[src/rtl/prog_mem_if.sv]
// Fetch and program-load signal bundle for prog_mem.
// master = core/loader side, slave = memory side.
interface prog_mem_if #(
  parameter int DATA_W = 16,
  parameter int ADDR_W = 16
);
  logic [ADDR_W-1:0] PC;
  logic              fetch_req;
  logic              fetch_stall;
  logic [DATA_W-1:0] INSTR;
  logic              instr_valid;
  logic              oob;
  logic              load_we;
  logic [ADDR_W-1:0] load_addr;
  logic [DATA_W-1:0] load_data;
  logic              lock;
  logic              locked;
  logic              wr_err;
  logic              ready;

  modport master (
    output PC, fetch_req, fetch_stall, load_we, load_addr, load_data, lock,
    input  INSTR, instr_valid, oob, locked, wr_err, ready
  );

  modport slave (
    input  PC, fetch_req, fetch_stall, load_we, load_addr, load_data, lock,
    output INSTR, instr_valid, oob, locked, wr_err, ready
  );
endinterface

[src/rtl/prog_mem.sv]
// Loadable instruction memory: 1-cycle registered fetch, write-first load port,
// reset sweep to FILL, sticky write lock.
module prog_mem #(
  parameter int               DATA_W = 16,
  parameter int               ADDR_W = 16,
  parameter int               DEPTH  = 64,
  parameter logic [DATA_W-1:0] FILL  = {DATA_W{1'b1}}
) (
  input logic        clk,
  input logic        rst_n,
  prog_mem_if.slave  bus
);
  localparam int              IDX_W   = (DEPTH > 1) ? $clog2(DEPTH) : 1;
  localparam logic [ADDR_W:0] DEPTH_X = (ADDR_W + 1)'(DEPTH);
  localparam logic [IDX_W-1:0] LAST_IDX = IDX_W'(DEPTH - 1);

  typedef enum logic {INIT, RUN} state_t;

  state_t            state;
  logic [IDX_W-1:0]  clr_idx;
  logic [DATA_W-1:0] mem [DEPTH];

  logic [DATA_W-1:0] instr_q;
  logic              valid_q, oob_q, ready_q, locked_q, wr_err_q;

  logic              pc_in, la_in, fetch_acc, wr_acc;
  logic [IDX_W-1:0]  pc_idx, la_idx;

  // Range checks use the full address width so high bits never alias into the array.
  always_comb begin
    pc_in     = {1'b0, bus.PC} < DEPTH_X;
    la_in     = {1'b0, bus.load_addr} < DEPTH_X;
    pc_idx    = bus.PC[IDX_W-1:0];
    la_idx    = bus.load_addr[IDX_W-1:0];
    fetch_acc = ready_q & bus.fetch_req & ~bus.fetch_stall;
    wr_acc    = (state == RUN) & bus.load_we & ~locked_q & la_in;
  end

  always_ff @(posedge clk) begin
    if (rst_n) begin
      if (state == INIT)
        mem[clr_idx] <= FILL;
      else if (wr_acc)
        mem[la_idx] <= bus.load_data;
    end
  end

  always_ff @(posedge clk) begin
    if (!rst_n) begin
      state    <= INIT;
      clr_idx  <= '0;
      instr_q  <= FILL;
      valid_q  <= 1'b0;
      oob_q    <= 1'b0;
      ready_q  <= 1'b0;
      locked_q <= 1'b0;
      wr_err_q <= 1'b0;
    end else begin
      wr_err_q <= bus.load_we & ~wr_acc;
      case (state)
        INIT: begin
          clr_idx <= clr_idx + 1'b1;
          if (clr_idx == LAST_IDX) begin
            state   <= RUN;
            ready_q <= 1'b1;
          end
        end
        RUN: begin
          if (bus.lock) locked_q <= 1'b1;
        end
        default: state <= INIT;
      endcase

      if (!bus.fetch_stall) begin
        if (fetch_acc) begin
          valid_q <= 1'b1;
          if (!pc_in) begin
            instr_q <= FILL;
            oob_q   <= 1'b1;
          end else begin
            // Write-first: a same-cycle load to the fetched word bypasses the array.
            instr_q <= (wr_acc && la_idx == pc_idx) ? bus.load_data : mem[pc_idx];
            oob_q   <= 1'b0;
          end
        end else begin
          valid_q <= 1'b0;
        end
      end
    end
  end

  assign bus.INSTR       = instr_q;
  assign bus.instr_valid = valid_q;
  assign bus.oob         = oob_q;
  assign bus.ready       = ready_q;
  assign bus.locked      = locked_q;
  assign bus.wr_err      = wr_err_q;
endmodule

[src/flat_wrapper.sv]
// flat-port wrapper written by rule: the top's interface ports become plain ports
module prog_mem_flat 
#(
  parameter int               DATA_W = 16,
  parameter int               ADDR_W = 16,
  parameter int               DEPTH  = 64,
  parameter logic [DATA_W-1:0] FILL  = {DATA_W{1'b1}}
)
  (clk, rst_n, bus_PC, bus_fetch_req, bus_fetch_stall, bus_load_we, bus_load_addr, bus_load_data, bus_lock, bus_INSTR, bus_instr_valid, bus_oob, bus_locked, bus_wr_err, bus_ready);
  prog_mem_if #(.DATA_W(DATA_W), .ADDR_W(ADDR_W)) bus_i ();
  input logic clk;
  input logic rst_n;
  input wire logic [$bits(bus_i.PC)-1:0] bus_PC;
  input wire logic [$bits(bus_i.fetch_req)-1:0] bus_fetch_req;
  input wire logic [$bits(bus_i.fetch_stall)-1:0] bus_fetch_stall;
  input wire logic [$bits(bus_i.load_we)-1:0] bus_load_we;
  input wire logic [$bits(bus_i.load_addr)-1:0] bus_load_addr;
  input wire logic [$bits(bus_i.load_data)-1:0] bus_load_data;
  input wire logic [$bits(bus_i.lock)-1:0] bus_lock;
  output wire logic [$bits(bus_i.INSTR)-1:0] bus_INSTR;
  output wire logic [$bits(bus_i.instr_valid)-1:0] bus_instr_valid;
  output wire logic [$bits(bus_i.oob)-1:0] bus_oob;
  output wire logic [$bits(bus_i.locked)-1:0] bus_locked;
  output wire logic [$bits(bus_i.wr_err)-1:0] bus_wr_err;
  output wire logic [$bits(bus_i.ready)-1:0] bus_ready;
  assign bus_i.PC = bus_PC;
  assign bus_i.fetch_req = bus_fetch_req;
  assign bus_i.fetch_stall = bus_fetch_stall;
  assign bus_i.load_we = bus_load_we;
  assign bus_i.load_addr = bus_load_addr;
  assign bus_i.load_data = bus_load_data;
  assign bus_i.lock = bus_lock;
  assign bus_INSTR = bus_i.INSTR;
  assign bus_instr_valid = bus_i.instr_valid;
  assign bus_oob = bus_i.oob;
  assign bus_locked = bus_i.locked;
  assign bus_wr_err = bus_i.wr_err;
  assign bus_ready = bus_i.ready;
  prog_mem #(.DATA_W(DATA_W), .ADDR_W(ADDR_W), .DEPTH(DEPTH), .FILL(FILL)) u_core (.clk(clk), .rst_n(rst_n), .bus(bus_i));
endmodule
[config.mk]
export PLATFORM = sky130hd
export DESIGN_NAME = prog_mem_flat
export DESIGN_NICKNAME = d
export VERILOG_FILES = /design/src/rtl/prog_mem_if.sv /design/src/rtl/prog_mem.sv /design/src/flat_wrapper.sv
export SDC_FILE = /design/constraint.sdc
export NUM_CORES = 1
export LEC_CHECK = 0
export CAP_MARGIN = 30
export CORE_MARGIN = 4
export CORE_UTILIZATION = 50
export CTS_CLUSTER_DIAMETER = 40
export CTS_CLUSTER_SIZE = 10
export DETAILED_ROUTE_END_ITERATION = 7
export PLACE_DENSITY = 0.66
export REMOVE_ABC_BUFFERS = 1
export SLEW_MARGIN = 20
export SYNTH_ARGS = -nofsm -noshare
export SYNTH_HDL_FRONTEND = slang
export SYNTH_SLANG_ARGS = --single-unit
[constraint.sdc]
create_clock -name clk -period 4.8 [get_ports clk]
set_clock_uncertainty 0.2 [all_clocks]
set_input_delay 0.72 -clock clk [delete_from_list [all_inputs] [get_ports clk]]
set_output_delay 0.72 -clock clk [all_outputs]
set_load 0.05 [all_outputs]
# --- Word-level counts from Yosys, hierarchy flattened ---
# Memories as Yosys holds them, arrays and structs flattened.
# Index checks and enable logic that the tools add are counted.
totals:
  input_bits: 54
  word_cells: 45
  mem_bits_rw: 1024
  ff_bits: 28
  output_inout_bits: 21
  n_memories: 1
op_classes:
  muxes: 16
  n_eq_ne: 2
  n_lt_le_gt_ge: 2
  bitwise: 10
  n_addsub: 1
  n_reduce_logical: 5
mem_list:
  columns: ["memory", "words", "width", "read_ports", "rd_clocked_by_memory_dff", "wr", "line_no", "text"]
  rows:
  - ["u_core.mem", 64, 16, 1, 0, 1, "prog_mem.sv:21", "logic [DATA_W-1:0] mem [DEPTH];"]
op_table:
  columns: ["cell", "n"]
  rows:
  - ["$mux 16", 3]
  - ["$lt 16x7->1 const B", 2]
  - ["$reduce_or 16->1", 1]
  - ["$mux 1", 12]
  - ["$add 6x1->6 const B", 1]
  - ["$and 1x1->1", 6]
  - ["$eq 6x6->1", 1]
  - ["$eq 6x6->1 const B", 1]
  - ["$mux 6", 1]
  - ["$reduce_and 2->1", 3]
  - ["$not 1->1", 4]
  - ["$logic_and 1x1->1", 1]

# --- Depth between registers and ports, before layout ---
logic_depth:
  word_depth: 9
  ltp_mapped: 10
  mapped_depth_nobuf: 5

# --- Least setup slack after synthesis ---
# Ideal clock, no wire load.
synth_timing:
  path_kind: "input-to-reg"
  startpoint: "input bus_load_addr[12]"
  endpoint: "memory u_core.mem[13][0] (enable)"
  cell_stages: 8
  arrival_ps: 3651
  t_required_ps: 4170
  n_path_buf: 3
  slack_ps: 519
  setup_time_ps: 430
  cell_sequence: "nor4_4 and4_4 buf_6 nand3_1 and2_1 buf_6 buf_6 nor4_1"
synth_between:
  elab_chain_len: 8
  word_cells_on_any_way: 9
  cone_classes: "order compare (1); mux (6); bitwise (1); reduce/logical (1)"
synth_rtl:
  columns: ["element", "line_no", "text"]
  rows:
  - ["from (decl)", "flat_wrapper.sv:17", "input wire logic [$bits(bus_i.load_addr)-1:0] bus_load_addr;"]
  - ["$lt 16x7->1 (*)", "prog_mem.sv:32", "la_in = {1'b0, bus.load_addr} < DEPTH_X;"]
  - ["$and 1x1->1 (*)", "prog_mem.sv:36", "wr_acc = (state == RUN) & bus.load_we & ~locked_q & la_in;"]
  - ["$mux 1 (*)", "prog_mem.sv:43", "else if (wr_acc)"]
  - ["$mux 1 (*)", "prog_mem.sv:41", "if (state == INIT)"]
  - ["$mux 1 (*)", "prog_mem.sv:40", "if (rst_n) begin"]
  - ["$mux 1 (implied by the code) (*)", "prog_mem.sv:44", "mem[la_idx] <= bus.load_data;"]
  - ["$reduce_or 16->1 (no source line)", null, null]
  - ["$mux 6 (no source line) or $mux 1 (tied branches)", null, null]
  - ["to (decl)", "prog_mem.sv:21", null]
# Every way passes the cells marked *; elsewhere a longest branch is shown, timed or not.

# --- Final worst setup path ---
layout_timing:
  startpoint: "register u_core.state"
  endpoint: "memory u_core.mem[5][7] (enable)"
layout_between:
  elab_chain_len: 9
  word_cells_on_any_way: 13
  cone_classes: "mux (9); bitwise (3); reduce/logical (1)"
layout_rtl:
  columns: ["element", "line_no", "text"]
  rows:
  - ["from (decl)", "prog_mem.sv:19", "state_t state;"]
  - ["from (signal assigned)", "prog_mem.sv:50", "state <= INIT;"]
  - ["from (signal assigned)", "prog_mem.sv:64", "state <= RUN;"]
  - ["from (signal assigned)", "prog_mem.sv:71", "default: state <= INIT;"]
  - ["$and 1x1->1 (3 in series)", "prog_mem.sv:36", null]
  - ["$mux 1", "prog_mem.sv:43", null]
  - ["$mux 1", "prog_mem.sv:41", null]
  - ["$mux 1", "prog_mem.sv:40", null]
  - ["$mux 1 (implied by the code)", "prog_mem.sv:44", null]
  - ["$reduce_or 16->1 (no source line)", null, null]
  - ["$mux 6 (no source line) or $mux 1 (tied branches)", null, null]
# Parallel ways exist; a longest one is shown, timed or not.

==> results.cfg <==
[timing]
final_max_slew_viol_count = 0
fin_tns_setup_ns = 0
worst_slack_ns = 1.22
setup_viol = 0
period_needed_ns = 3.58
worst_slew_pin_slew_ns = 1.04
post-route-period-util_pct = 74.6
grt_setup_unrepaired = false
slew-limit-headroom_pct = 29.6
max_freq_mhz = 279
hold_viol = 0

[logic_synthesis]
ys.flop_type = edfxtp_1
yosys.area.top_type = edfxtp_1
ys_types = 66
syn_inst = 2237
synthTopCellsByCount = edfxtp_1, mux2i_1, a22oi_1, mux4_2, nand3_1
ys_seq_area_share_pct = 74.2
synth_edf_count = 1024
synth_top_area_share_pct = 72.8
synth_async_sr_flop_share_pct = 0
yosys_warnings = 0
avgSynthCellArea_sq_um = 18.9
synth.most_common_cell = edfxtp_1
netlist_area_sq_um = 42200
ys_seq_elements = 1052
synth_area_leaders = edfxtp_1, mux2i_1, mux4_2, a22oi_1, dfxtp_1

[power]
p_leak_uw = 0.0185
peakVddDrop_mv = 0.385
power.density_nw_per_um2 = 407

[route]
dr.pass1.iters = 6
vias_per_cell = 6.32
drt_iter0_drc = 2918
wire_per_inst_um = 30.5
antenna_left = 0
routed_wl_um = 111000
drc_errors = 0
vias = 23027

[clock_tree]
root_buffer = clkbuf_16
clk_pin_slew_ns = 0.05
clockBufferDepth = 3
cts_max_level = 4
hold_buffers = 0
cts_sinks = 1052
post_cts_resized = 0
clk_latency_ns = 0.73
cts_tree = done
cts_made_buffers = 137
postCtsSetupBuffers = 0

[run]
cap_violations = 0

[critical_path]
critPathLaunch = u_core.state
crit_fanout = 24
arrival_ns = 3.78
end_kind = register
cp-start-kind = register
crit_type = register to register
reg2reg_from = u_core.state
cp.required_ns = 5.00
r2r_setup_slack_ns = 1.22

[hold_path]
hold_path_class = register to register
hold_start = u_core.bus.instr_valid

[cells_and_area]
layout-drive-gt1-share_pct = 22.6
n_antenna_cell = 0
final_area_sq_um = 49500
fin_cells = 3646
nNetsFinal = 2487
synthToLayoutAreaGrowth_pct = 17.2

[run_status]
outcome = finished, final reports clean

[placed_design]
pre_cts_ws_ns = 0.592
place_hpwl_um = 67800
placed_cells = 3427
io_buffers = 74
gp_congestion = 0.931
place_area_sq_um = 45300

[grt]
track_usage_pct = 24.9
first_global_vias = 23046
grt_pass1_wl_um = 159000
grt_max_degree = 72
antenna_found_initial = 8
overflow = 0

[floorplan]
num_rows = 106
die_x_um = 299
ios = 75
initial_utilization_pct = 50.4
dieHeight_um = 299
dieArea_sq_um = 89200
core_area_sq_um = 83700
[metrics by stage]
stage / hold slack, ns / util, % / total power (uW)
floorplan: 0.291 / - / 10500
global placement: 0.252 / 54.1 / 10900
detailed placement: 0.262 / 54.1 / 10900
CTS: 0.270 / 59.1 / 20200
global route: 0.288 / 59.1 / 20700
finish: 0.266 / 59.1 / 20100
[report_power, final]
group	internal [uW]	switching [uW]	total, uW
Sequential	9950	5.33	9950
Clock	5690	3700	9390
Combinational	275	498	773
Total	15900	4200	20100
[layout make-up]
type                       instances  area (sq um)
sequential                      1052         31300
tap                             1134          1420
fill                            6005         34200
multi-input combinational       1016         10600
timing repair buffer             206          1930
clock inverter                    53           563
inverter                          19          71.3
clock buffer                     166          3600
[path summary, 6_finish.rpt]
path / end / cells after the start
worst max-delay path: u_core.mem[5][7] / 7
worst max register to register: u_core.mem[5][7] / 7
worst min register to register: u_core.bus.instr_valid / 2
worst min-delay path: u_core.bus.instr_valid / 2
[sequential cells by signal, indices dropped and copies added, names as in the netlist]
| signal | count |
|---|---|
| u_core.bus.oob | 1 |
| u_core.clr_idx | 6 |
| u_core.bus.ready | 1 |
| u_core.mem | 1024 |
| u_core.state | 1 |
| u_core.bus.wr_err | 1 |
| u_core.bus.INSTR | 16 |
| u_core.bus.locked | 1 |
| u_core.bus.instr_valid | 1 |
[critical path, stage by stage (launching register included)]
cell,delay [ns]
dfxtp_1,0.56
and4bb_4,0.32
nand4_4,0.34
o21ai_1,0.38
nand2_2,0.37
buf_4,0.39
nor4_2,0.35
buf_4,0.32
[per-layer routing]
metal | vias to the layer above | track usage, % | routed length [um]
met5 | - | 0 | 20
met4 | 2 | 7.32 | 2770
met3 | 173 | 7.14 | 12400
met2 | 1382 | 37.6 | 50800
met1 | 11840 | 35.7 | 45400
li1 | 9630 | - | -
[cell usage in the layout, fill, tap and decap left out, drive strengths merged, types with 7 or more instances in the layout]
master         instances
nand3                 87
nor4                  67
and4                  18
o211ai                18
mux2                  21
nor2                  16
a21oi                 36
nand4                 20
a2bb2oi               11
nand2                 48
clkbuf               166
a22oi                112
buf                  136
o41ai                 16
edfxtp              1024
mux2i                311
nand2b                17
clkinv                32
bufinv                 7
o2111ai               11
o221a                 11
and3                   8
dfxtp                 28
o21ai                  8
clkdlybuf4s50         70
mux4                 112
nor2b                  9
a22o                   8
inv                   30
[cells by family (layout without fill, tap and decap cells)]
family,Yosys count,in the layout,synth area share [%]
compound gates,253,253,4.64
buf+inv,169,444,2.12
mux,444,444,13.9
fa+ha+maj,1,1,0.0296
xor+xnor,10,10,0.207
flops,1052,1052,74.2
simple gates,308,308,4.94
(Power assumes the default switching activity.)
==> RTL change, RTL diff (same settings) <==
`ADDR_W` is set to 16 in 3 places; all go to 17.
--- a/src/rtl/prog_mem_if.sv
+++ b/src/rtl/prog_mem_if.sv
@@ -2,7 +2,7 @@
 // master = core/loader side, slave = memory side.
 interface prog_mem_if #(
   parameter int DATA_W = 16,
-  parameter int ADDR_W = 16
+  parameter int ADDR_W = 17
 );
   logic [ADDR_W-1:0] PC;
   logic              fetch_req;
--- a/src/rtl/prog_mem.sv
+++ b/src/rtl/prog_mem.sv
@@ -2,7 +2,7 @@
 // reset sweep to FILL, sticky write lock.
 module prog_mem #(
   parameter int               DATA_W = 16,
-  parameter int               ADDR_W = 16,
+  parameter int               ADDR_W = 17,
   parameter int               DEPTH  = 64,
   parameter logic [DATA_W-1:0] FILL  = {DATA_W{1'b1}}
 ) (
--- a/src/flat_wrapper.sv
+++ b/src/flat_wrapper.sv
@@ -2,7 +2,7 @@
 module prog_mem_flat 
 #(
   parameter int               DATA_W = 16,
-  parameter int               ADDR_W = 16,
+  parameter int               ADDR_W = 17,
   parameter int               DEPTH  = 64,
   parameter logic [DATA_W-1:0] FILL  = {DATA_W{1'b1}}
 )
Interface: changed (resized bus_PC and bus_load_addr); port bits go from 75 to 77. No check against the original RTL was run, so the function may have changed too.
==> RTL change against the original RTL <==
- synthesized area fell by 0.58%
- design area rose by 0.62%
- sequential cell count did not move
- highest routed layer unchanged
- critical path type is now input port to flip-flop
- routed wire length rose by 1.1%
- worst setup slack got worse by 0.13 ns
- synthesized cell count did not move
- power rose by 2.3%
- register-to-register slack improved by 0.09 ns
==> RTL change: results (changes against the original RTL) <==
* Status: complete, no violations
* Setup crit start: bus_load_addr[14]
* CTS Buf Count at 141 (+2.9%)
* P_leak at 18.7 nW (+1.3%)
* Non-Filler Instances at 3621 (-0.69%)
* Vias in the first global route at 22.8k (-1.2%)
* Nets at 2520 (+1.3%)
* Ant. Diodes at 2 (+2)
* Seq_cells at 1052 (unchanged)
* DR iter-0 viols at 2912 (-0.21%)
* Vias per cell at 6.38 (+1.0%)
* Post-Route M1 WL at 45900 µm (+0.95%)
* Slowest cell on crit path: and4_1
* Most frequent cells after synthesis: 1024 x edfxtp_1, 314 x mux2i_1, 119 x a22oi_1, 112 x mux4_2, 85 x nand3_1
* Post-layout util at 60.2% (+1.1 points)
* Seq/Total Area, Yosys at 74.6% (+0.44 points)
* CP max FO at 20 (-17%)
* XOR/XNOR Fraction of Synth Area at 0.209% (+0.0012 points)
* Final clock-cell share at 8.87% (+0.46 points)
* Met2 wire length at 51900 µm (+2.2%)
* NonClk Buf Share at 4.36% (+0.46 points)
* Sequential Power Share at 48.4% (-1.1 points)
* WP data arrival at 3.91 ns (+0.13 ns)
* Met1 GRT Util at 35.6% (about the same)
* Post-Place Worst Slack at 0.393 ns (-0.199 ns)
RTL change: changes by cell type after synthesis, moves of 6 or more:
cell	delta
a22oi_1	+7
buf_1	+9
buf_2	+10
buf_4	-20
buf_6	-6
clkbuf_1	+8
nor4_1	+6
RTL change: worst min-delay path by stage:
stage,startpoint,end,slack [ns],cells past startpoint
after global placement,u_core.bus.locked$_SDFFE_PN0P_,u_core.bus.locked$_SDFFE_PN0P_,0.28,2
final,u_core.bus.locked$_SDFFE_PN0P_,u_core.bus.locked$_SDFFE_PN0P_,0.31,2
after detailed placement,u_core.bus.locked$_SDFFE_PN0P_,u_core.bus.locked$_SDFFE_PN0P_,0.30,2
after global routing,u_core.bus.locked$_SDFFE_PN0P_,u_core.bus.locked$_SDFFE_PN0P_,0.37,2
after CTS,u_core.bus.locked$_SDFFE_PN0P_,u_core.bus.locked$_SDFFE_PN0P_,0.31,2
after floorplan,u_core.clr_idx[5]$_SDFFE_PN0N_,u_core.clr_idx[5]$_SDFFE_PN0N_,0.28,2
